==> config.mk <==
export PLATFORM = sky130hd
export DESIGN_NAME = ibuf_fill_ctl
export DESIGN_NICKNAME = d
export VERILOG_FILES = /design/src/rtl/ibuf_fill_ctl_pkg.sv /design/src/rtl/ibuf_occ_ptr.sv /design/src/rtl/ibuf_fill_ctl.sv
export SDC_FILE = /design/constraint.sdc
export NUM_CORES = 1
export LEC_CHECK = 0
export CAP_MARGIN = 40
export CELL_PAD_IN_SITES_DETAIL_PLACEMENT = 0
export CELL_PAD_IN_SITES_GLOBAL_PLACEMENT = 1
export CORE_MARGIN = 5
export CORE_UTILIZATION = 35
export DETAILED_ROUTE_END_ITERATION = 12
export PLACE_DENSITY = 0.89
export SYNTH_ARGS = -nofsm -noshare
export SYNTH_HDL_FRONTEND = slang
export SYNTH_HIERARCHICAL = 1
export SYNTH_SLANG_ARGS = --single-unit
==> constraint.sdc <==
create_clock -name clk -period 4.3 [get_ports clk]
set_clock_uncertainty 0.1 [all_clocks]
set_input_delay 0.86 -clock clk [delete_from_list [all_inputs] [get_ports clk]]
set_output_delay 0.86 -clock clk [all_outputs]
set_load 0.02 [all_outputs]
==> src/rtl/ibuf_fill_ctl_pkg.sv <==
// Shared IFU constants and fill-FSM state encoding for the instruction buffer
// controller and the length/valid decode blocks.
package ibuf_fill_ctl_pkg;

    localparam int IBUF_DEPTH = 16;
    localparam int FILL_BYTES = 4;
    localparam int VLD_W      = 7;
    localparam int PTR_W      = $clog2(IBUF_DEPTH);
    localparam int CNT_W      = PTR_W + 1;
    localparam int LEN_W      = 4;

    typedef enum logic [1:0] {
        ST_IDLE    = 2'd0,
        ST_REQ     = 2'd1,
        ST_DISCARD = 2'd2
    } fill_state_t;

    // A new beat may only be requested when a full beat is guaranteed to fit.
    function automatic logic has_space(input logic [CNT_W-1:0] cnt);
        return cnt <= CNT_W'(IBUF_DEPTH - FILL_BYTES);
    endfunction

endpackage

==> src/rtl/ibuf_occ_ptr.sv <==
// Instruction buffer read/write pointers, occupancy counter and top-of-buffer
// byte valid decode. Consumes larger than the occupancy are clamped.
module ibuf_occ_ptr
    import ibuf_fill_ctl_pkg::*;
(
    input  logic             clk,
    input  logic             reset,
    input  logic             wr_en,
    input  logic             flush,
    input  logic             consume,
    input  logic [LEN_W-1:0] consume_len,
    output logic [PTR_W-1:0] wr_ptr,
    output logic [PTR_W-1:0] rd_ptr,
    output logic [CNT_W-1:0] cnt,
    output logic [VLD_W-1:0] fetch_valid,
    output logic             empty
);

    logic [CNT_W-1:0] cnt_q;
    logic [PTR_W-1:0] wr_q;
    logic [PTR_W-1:0] rd_q;
    logic [CNT_W-1:0] take;

    always_comb begin
        take = '0;
        if (consume && !flush) begin
            take = (CNT_W'(consume_len) > cnt_q) ? cnt_q : CNT_W'(consume_len);
        end
    end

    always_ff @(posedge clk) begin
        if (reset) begin
            cnt_q <= '0;
            wr_q  <= '0;
            rd_q  <= '0;
        end else if (flush) begin
            // Redirect: drop everything, top of buffer restarts at the current write point.
            cnt_q <= '0;
            rd_q  <= wr_q;
        end else begin
            cnt_q <= cnt_q + (wr_en ? CNT_W'(FILL_BYTES) : '0) - take;
            rd_q  <= PTR_W'({1'b0, rd_q} + take);
            if (wr_en) begin
                wr_q <= wr_q + PTR_W'(FILL_BYTES);
            end
        end
    end

    always_comb begin
        fetch_valid = '0;
        for (int i = 0; i < VLD_W; i++) begin
            fetch_valid[i] = (cnt_q > CNT_W'(i));
        end
    end

    assign cnt    = cnt_q;
    assign wr_ptr = wr_q;
    assign rd_ptr = rd_q;
    assign empty  = (cnt_q == '0);

endmodule

==> src/rtl/ibuf_fill_ctl.sv <==
// Instruction buffer fill/drain controller: ICU request FSM around the occupancy/pointer block.
// Optional checking of overconsume and stray ICU acks is enabled by IBUF_FILL_CTL_CHK_EN.
//
//  state      | meaning
//  ST_IDLE    | no request outstanding; request when a full beat fits
//  ST_REQ     | icu_req held; next ack is written into the buffer
//  ST_DISCARD | flushed while requesting; icu_req held, next ack is dropped
module ibuf_fill_ctl
    import ibuf_fill_ctl_pkg::*;
(
    input  logic             clk,
    input  logic             reset,
    output logic             icu_req,
    input  logic             icu_ack,
    input  logic             iu_flush,
    input  logic             dec_consume,
    input  logic [LEN_W-1:0] dec_consume_len,
    output logic             ibuf_wr_en,
    output logic [PTR_W-1:0] ibuf_wr_ptr,
    output logic [PTR_W-1:0] ibuf_rd_ptr,
    output logic [VLD_W-1:0] fetch_valid,
    output logic [CNT_W-1:0] ibuf_cnt,
    output logic             ibuf_empty,
    output logic             ibuf_err
);

    fill_state_t state;

    assign ibuf_wr_en = (state == ST_REQ) && icu_ack && !iu_flush && !reset;

    always_ff @(posedge clk) begin
        if (reset) begin
            state   <= ST_IDLE;
            icu_req <= 1'b0;
        end else begin
            case (state)
                ST_IDLE: begin
                    if (!iu_flush && has_space(ibuf_cnt)) begin
                        state   <= ST_REQ;
                        icu_req <= 1'b1;
                    end
                end
                ST_REQ: begin
                    if (icu_ack) begin
                        state   <= ST_IDLE;
                        icu_req <= 1'b0;
                    end else if (iu_flush) begin
                        state <= ST_DISCARD;
                    end
                end
                ST_DISCARD: begin
                    if (icu_ack) begin
                        state   <= ST_IDLE;
                        icu_req <= 1'b0;
                    end
                end
                default: begin
                    state   <= ST_IDLE;
                    icu_req <= 1'b0;
                end
            endcase
        end
    end

    ibuf_occ_ptr u_occ_ptr (
        .clk         (clk),
        .reset       (reset),
        .wr_en       (ibuf_wr_en),
        .flush       (iu_flush),
        .consume     (dec_consume),
        .consume_len (dec_consume_len),
        .wr_ptr      (ibuf_wr_ptr),
        .rd_ptr      (ibuf_rd_ptr),
        .cnt         (ibuf_cnt),
        .fetch_valid (fetch_valid),
        .empty       (ibuf_empty)
    );

`ifdef IBUF_FILL_CTL_CHK_EN
    always_ff @(posedge clk) begin
        if (reset) begin
            ibuf_err <= 1'b0;
        end else if ((dec_consume && !iu_flush && (CNT_W'(dec_consume_len) > ibuf_cnt)) ||
                     (icu_ack && (state == ST_IDLE))) begin
            ibuf_err <= 1'b1;
        end
    end
`else
    assign ibuf_err = 1'b0;
`endif

endmodule
Yosys cells after proc, flatten, opt, wreduce, memory -nomap -nowiden
Index checks and enable logic that the tools add are counted.
Word-level totals
  input port bits: 9
  logic and storage cells: 51
  output and inout port bits: 24
  flip-flop bits (word level): 16
Operators by class
  bitwise logic cells: 1
  order comparisons: 9
  multiplexer cells: 12
  $add $sub $neg: 4
  equal/unequal tests: 6
  reductions and logical operators: 14
Operators with widths (number)
  greater-than comparator 5 x 3 -> 1 bit, second input constant: 3
  greater-than comparator 5 x 1 -> 1 bit, second input constant: 2
  greater-than comparator 5 x 2 -> 1 bit, second input constant: 2
  2-to-1 mux 5 bit: 2
  2-to-1 mux 2 bit: 4
  one-hot mux 2 bit (3 select lines): 1
  adder 5 bit: 1
  greater-than comparator 4 x 5 -> 1 bit: 1
  less-or-equal comparator 5 x 4 -> 1 bit, second input constant: 1
  logical AND 1 bit: 5
  logical NOT 5 bit: 1
  subtractor 5 bit: 1
  adder 4 x 3 -> 4 bit, second input constant: 1
  adder 4 bit: 1
  2-to-1 mux 4 bit: 1
  inequality test 2 bit, second input constant: 2
  AND reduction 2 bit: 2
  OR reduction 2 bit: 2
  2-to-1 mux 3 bit: 1
  inequality test 3 bit, second input constant: 1
  AND reduction 3 bit: 1
  equality test 2 x 1 -> 1 bit, second input constant: 1
  equality test 2 bit, second input constant: 1
  logical NOT 1 bit: 2
  other kinds (5): 6

Depth between registers and ports, before layout
Gate-level depths: netlist (run 1).
  depth after elaboration: 7
  gate-level depth with buffers: 14
  depth with buffers taken out: 14

Modules after synthesis
The synthesis (run 1) kept the hierarchy.
Modules (own cells, without submodules)
  ibuf_occ_ptr: seq. area each 220.2 um^2, cells an instance 103, times used 1, area an instance 904.6 um^2
  ibuf_fill_ctl: seq. area each 60.1 um^2, cells an instance 28, times used 1, area an instance 254.0 um^2

Least setup slack after synthesis (run 1)
Ideal clock, no wire load.
  path type: input to register
  from: in dec_consume_len[3]
  to: reg u_occ_ptr.cnt_q[4] (netlist: u_occ_ptr/cnt[4])
  path buffers: 0
  stages on the path: 12
  path slack: 0.869 ns
  setup time: 0.131 ns
  data required time: 4.069 ns
  arrival time: 3.200 ns
  cells stage by stage: ha_1 -> nand2b_4 -> a211oi_2 -> o22ai_1 -> mux2i_1 -> nand2b_1 -> fa_1 -> ha_1 -> a21o_1 -> a21oi_1 -> xnor2_1 -> nor3_1
Between the ends
  word-level cells in the longest chain between the ends: 4
Ends and longest elaborated chain
  from (decl): RTL line ibuf_fill_ctl.sv:17  | input logic [LEN_W-1:0] dec_consume_len,
  greater-than comparator 4 x 5 -> 1 bit: RTL line ibuf_occ_ptr.sv:27  | take = (CNT_W'(consume_len) > cnt_q) ? cnt_q : CNT_W'(consume_len);
  2-to-1 mux 5 bit (*): RTL line ibuf_occ_ptr.sv:27
  2-to-1 mux 5 bit (*): RTL line ibuf_occ_ptr.sv:26  | if (consume && !flush) begin
  subtractor 5 bit (*): RTL line ibuf_occ_ptr.sv:41  | cnt_q <= cnt_q + (wr_en ? CNT_W'(FILL_BYTES) : '0) - take;
  to (signal assigned): RTL line ibuf_occ_ptr.sv:41
  to (decl): RTL line ibuf_occ_ptr.sv:19  | logic [CNT_W-1:0] cnt_q;
Mark *: on every way between the ends. The rest lies on a longest branch, timed or not.
A chain may end at the register's enable or synchronous reset.

Worst setup path in the final report (run 1)
Ends and elaborated chain as after synthesis.

==> results of run 1 <==
## path summary, 6_finish.rpt
check                                              endpoint  slack [ns]  depth (start not counted)
worst max register to register  u_occ_ptr/cnt[4]$_SDFF_PP0_        0.85                         13
worst max-delay path            u_occ_ptr/cnt[4]$_SDFF_PP0_        0.44                         13
worst min register to register        state[0]$_SDFFE_PP0P_        0.40                          2
worst min-delay path                  state[0]$_SDFFE_PP0P_        0.40                          2
## routing by layer
layer | up-vias | global-route usage [%]
met3 | 5 | 2.33
li1 | 504 | -
met2 | 39 | 19.9
met5 | - | 0
met4 | 0 | 5.32
met1 | 450 | 15.7
## power breakdown
| group | internal, mW | switching (mW) |
|---|---|---|
| Clock | 0.0516 | 0.0443 |
| Combinational | 0.244 | 0.258 |
| Sequential | 0.150 | 0.0256 |
| Total | 0.446 | 0.328 |
## cell type report
cell class                      instances  area (um^2)  area share (%)
Clock buffer                            4         36.3            2.37
Inverter                               16         60.1            3.93
Multi-Input combinational cell         97          792            51.8
Sequential cell                        14          280            18.3
Tap cell                               44         55.1            3.60
Timing Repair Buffer                   31          305            20.0
## per-stage QoR
step	hold WS, ns	cell area (um^2)	worst slack [ns]
2_1_floorplan	0.365	1160	0.869
3_3_place_gp	0.380	1490	0.312
3_5_place_dp	0.394	1490	0.208
4_1_cts	0.407	1530	0.507
5_1_grt	0.432	1530	0.288
6_report	0.401	1530	0.444
## flip-flops by register name, indices dropped and copies added, names as in the netlist
register,count
icu_req,1
u_occ_ptr/wr_ptr,2
state,2
u_occ_ptr/cnt,5
u_occ_ptr/rd_ptr,4
## layout by cell type (no fill, tap or decap), types with 2 or more instances in the layout
| cell type | instances |
|---|---|
| inv_1 | 16 |
| o211a_1 | 2 |
| o31ai_1 | 2 |
| nor2_1 | 12 |
| a21o_1 | 2 |
| xnor2_1 | 5 |
| ha_1 | 17 |
| nand2_1 | 3 |
| and2_1 | 3 |
| xor2_1 | 2 |
| clkdlybuf4s50_1 | 29 |
| clkbuf_4 | 3 |
| nand3_1 | 2 |
| conb_1 | 3 |
| fa_1 | 3 |
| dfxtp_1 | 14 |
| nand2b_1 | 7 |
| buf_4 | 2 |
| nor3_1 | 4 |
| nand2b_4 | 2 |
| o21ai_0 | 2 |
| mux2i_1 | 4 |
| a21oi_1 | 5 |
## synth_stat cells (2+ instances only)
master     n  area, um^2
nor3_1     4        20.0
buf_4      3        22.5
o31ai_1    2        15.0
o21ai_0    2        10.0
fa_1       3        60.1
mux2i_1    4        40.0
clkbuf_1   2        7.51
conb_1     2        7.51
xnor2_1    5        43.8
a21oi_1    5        25.0
ha_1      17         213
nand2b_4   2        27.5
xor2_1     2        17.5
inv_1     16        60.1
nor2_1    12        45.0
nand2b_1   7        43.8
nand2_1    3        11.3
and2_1     3        18.8
nand3_1    2        10.0
o211a_1    2        20.0
a21o_1     2        15.0
dfxtp_1   14         280
## cell families (layout without fill, tap and decap cells)
logic type | after synthesis | after routing | synth area share (%)
AND/OR/NAND/NOR | 39 | 39 | 19.2
AO/OA/AOI/OAI | 24 | 24 | 15.9
buffers and inverters | 21 | 51 | 7.78
adder cells (fa/ha/maj) | 20 | 20 | 23.5
flip-flops | 14 | 14 | 24.2
XOR/XNOR | 7 | 7 | 5.29
multiplexers | 4 | 4 | 3.46
other | 2 | 3 | 0.648
## critical path: stages
cell and delay [ns]:
clkdlybuf4s50_1 0.46, ha_1 0.34, nand2b_4 0.07, a211oi_2 0.29
o22ai_1 0.17, mux2i_1 0.15, nand2b_1 0.17, fa_1 0.50
ha_1 0.31, a21o_1 0.18, a21oi_1 0.20, xnor2_1 0.10
nor3_1 0.16
==> impl_metrics.env, run 1 <==
export IMPL_ios=33
export IMPL_worstReg2RegStart="u_occ_ptr/cnt[2]$_SDFF_PP0_"
export IMPL_leakagePower_nw=0.663
export IMPL_cp_startpoint="dec_consume_len[3]"
export IMPL_dieArea_um2=4560
export IMPL_critPathMaxFanout=4
export IMPL_clkSinkCount=14
export IMPL_synth_flop_cell="dfxtp_1"
export IMPL_endpoint_kind="register"
export IMPL_min_from="state[0]$_SDFFE_PP0P_"
export IMPL_nets=192
export IMPL_synth_seq_area_share_pct=24.2
export IMPL_route_met3_wl_um=232
export IMPL_cts_buffers=3
export IMPL_drt_iter0_markers=43
export IMPL_drv_cap=0
export IMPL_m1WireLength_um=1190
export IMPL_rsz0062_at_grt="no"
export IMPL_wl_met2_um=1130
export IMPL_status="finished, final reports clean"
export IMPL_port_buffers=29
export IMPL_antenna_found_initial=0
export IMPL_hold_class="register to register"
export IMPL_top_layer="met4"
export IMPL_worstSetupPathType="input port to register"
export IMPL_synth_async_reset_ratio_pct=0
export IMPL_grt_pass1_wl_um=4260
export IMPL_drt_pass1_iterations=4
export IMPL_cts_max_path_buffers=2
export IMPL_final_hold_viol_count=0
export IMPL_p_total_mw=0.774
export IMPL_gp_congestion=0.788
export IMPL_critPathArrivalTime_ns=3.96
export IMPL_syn_to_final_growth_pct=32.0
export IMPL_n_fill_cell=342
export IMPL_tns_ns=0
export IMPL_yosys_register_bits=14
export IMPL_worstSetupStartpointType="input port"
export IMPL_cts_htree_levels=1
export IMPL_grt_max_degree=14
export IMPL_final_core_util_pct=49.3
export IMPL_syn_avg_cell_area_um2=8.84
export IMPL_dp_cells=202
export IMPL_grt_pass1_vias=966
export IMPL_relSlewSlack_pct=66.2
export IMPL_cts_tree="built"
export IMPL_final_cells=206
export IMPL_clk_insertion_delay_late_ns=0.28
export IMPL_drcViolationCount=0
export IMPL_tightest_slew_ns=0.505
export IMPL_hold_buffers=0
export IMPL_period_share_pct=89.7
export IMPL_fp_dieW_um=67.5
export IMPL_ys_warn_count=6
export IMPL_synthCells=131
export IMPL_die_h_um=67.5
export IMPL_hpwl_um=2100
export IMPL_core_area_um2=3100
export IMPL_ctsResizeCount=0
export IMPL_fin_crit_ns=3.86
export IMPL_cts_root_buffer="clkbuf_4"
export IMPL_syn_cell_area_um2=1160
export IMPL_grt_ovfl_total=0
export IMPL_setup_viol=0
export IMPL_wl_per_cell_um=12.6
export IMPL_ant_nets=0
export IMPL_rows=20
export IMPL_synth_edf_count=0
export IMPL_powerDensity_nw_per_um2=506
export IMPL_synth_cell_type_count=39
export IMPL_clkTransAtPathRegs_ns=0.09
export IMPL_fmax_mhz=259
export IMPL_diodes=0
export IMPL_peakVddDrop_mv=0.255
export IMPL_viasPerCell=4.84
export IMPL_gr_usage_all_layers_pct=12.3
export IMPL_wirelength_um=2600
export IMPL_initial_core_util_pct=37.3
export IMPL_postCtsSetupRepairBufs=0
export IMPL_cp_required_ns=4.40
export IMPL_vias=998
export IMPL_layout_drive_gt1_share_pct=9.26
export IMPL_drv_slew=0
Note: power is estimated with default switching activity, not from simulation.
==> run 2: changes to the inputs <==
--- a/config.mk
+++ b/config.mk
@@ -11,6 +11,7 @@
 export CORE_MARGIN = 5
 export CORE_UTILIZATION = 35
 export DETAILED_ROUTE_END_ITERATION = 12
+export HOLD_SLACK_MARGIN = 0.06
 export PLACE_DENSITY = 0.89
 export SYNTH_ARGS = -nofsm -noshare
 export SYNTH_HDL_FRONTEND = slang
==> results of run 2 <==
Final layout, timing and power as in run 1 (identical DEF).
==> run 3: changes to the inputs <==
--- a/config.mk
+++ b/config.mk
@@ -13,6 +13,7 @@
 export DETAILED_ROUTE_END_ITERATION = 12
 export HOLD_SLACK_MARGIN = 0.06
 export PLACE_DENSITY = 0.89
+export SLEW_MARGIN = 20
 export SYNTH_ARGS = -nofsm -noshare
 export SYNTH_HDL_FRONTEND = slang
 export SYNTH_HIERARCHICAL = 1
==> results of run 3 <==
Final layout, timing and power as in run 1 (identical DEF).
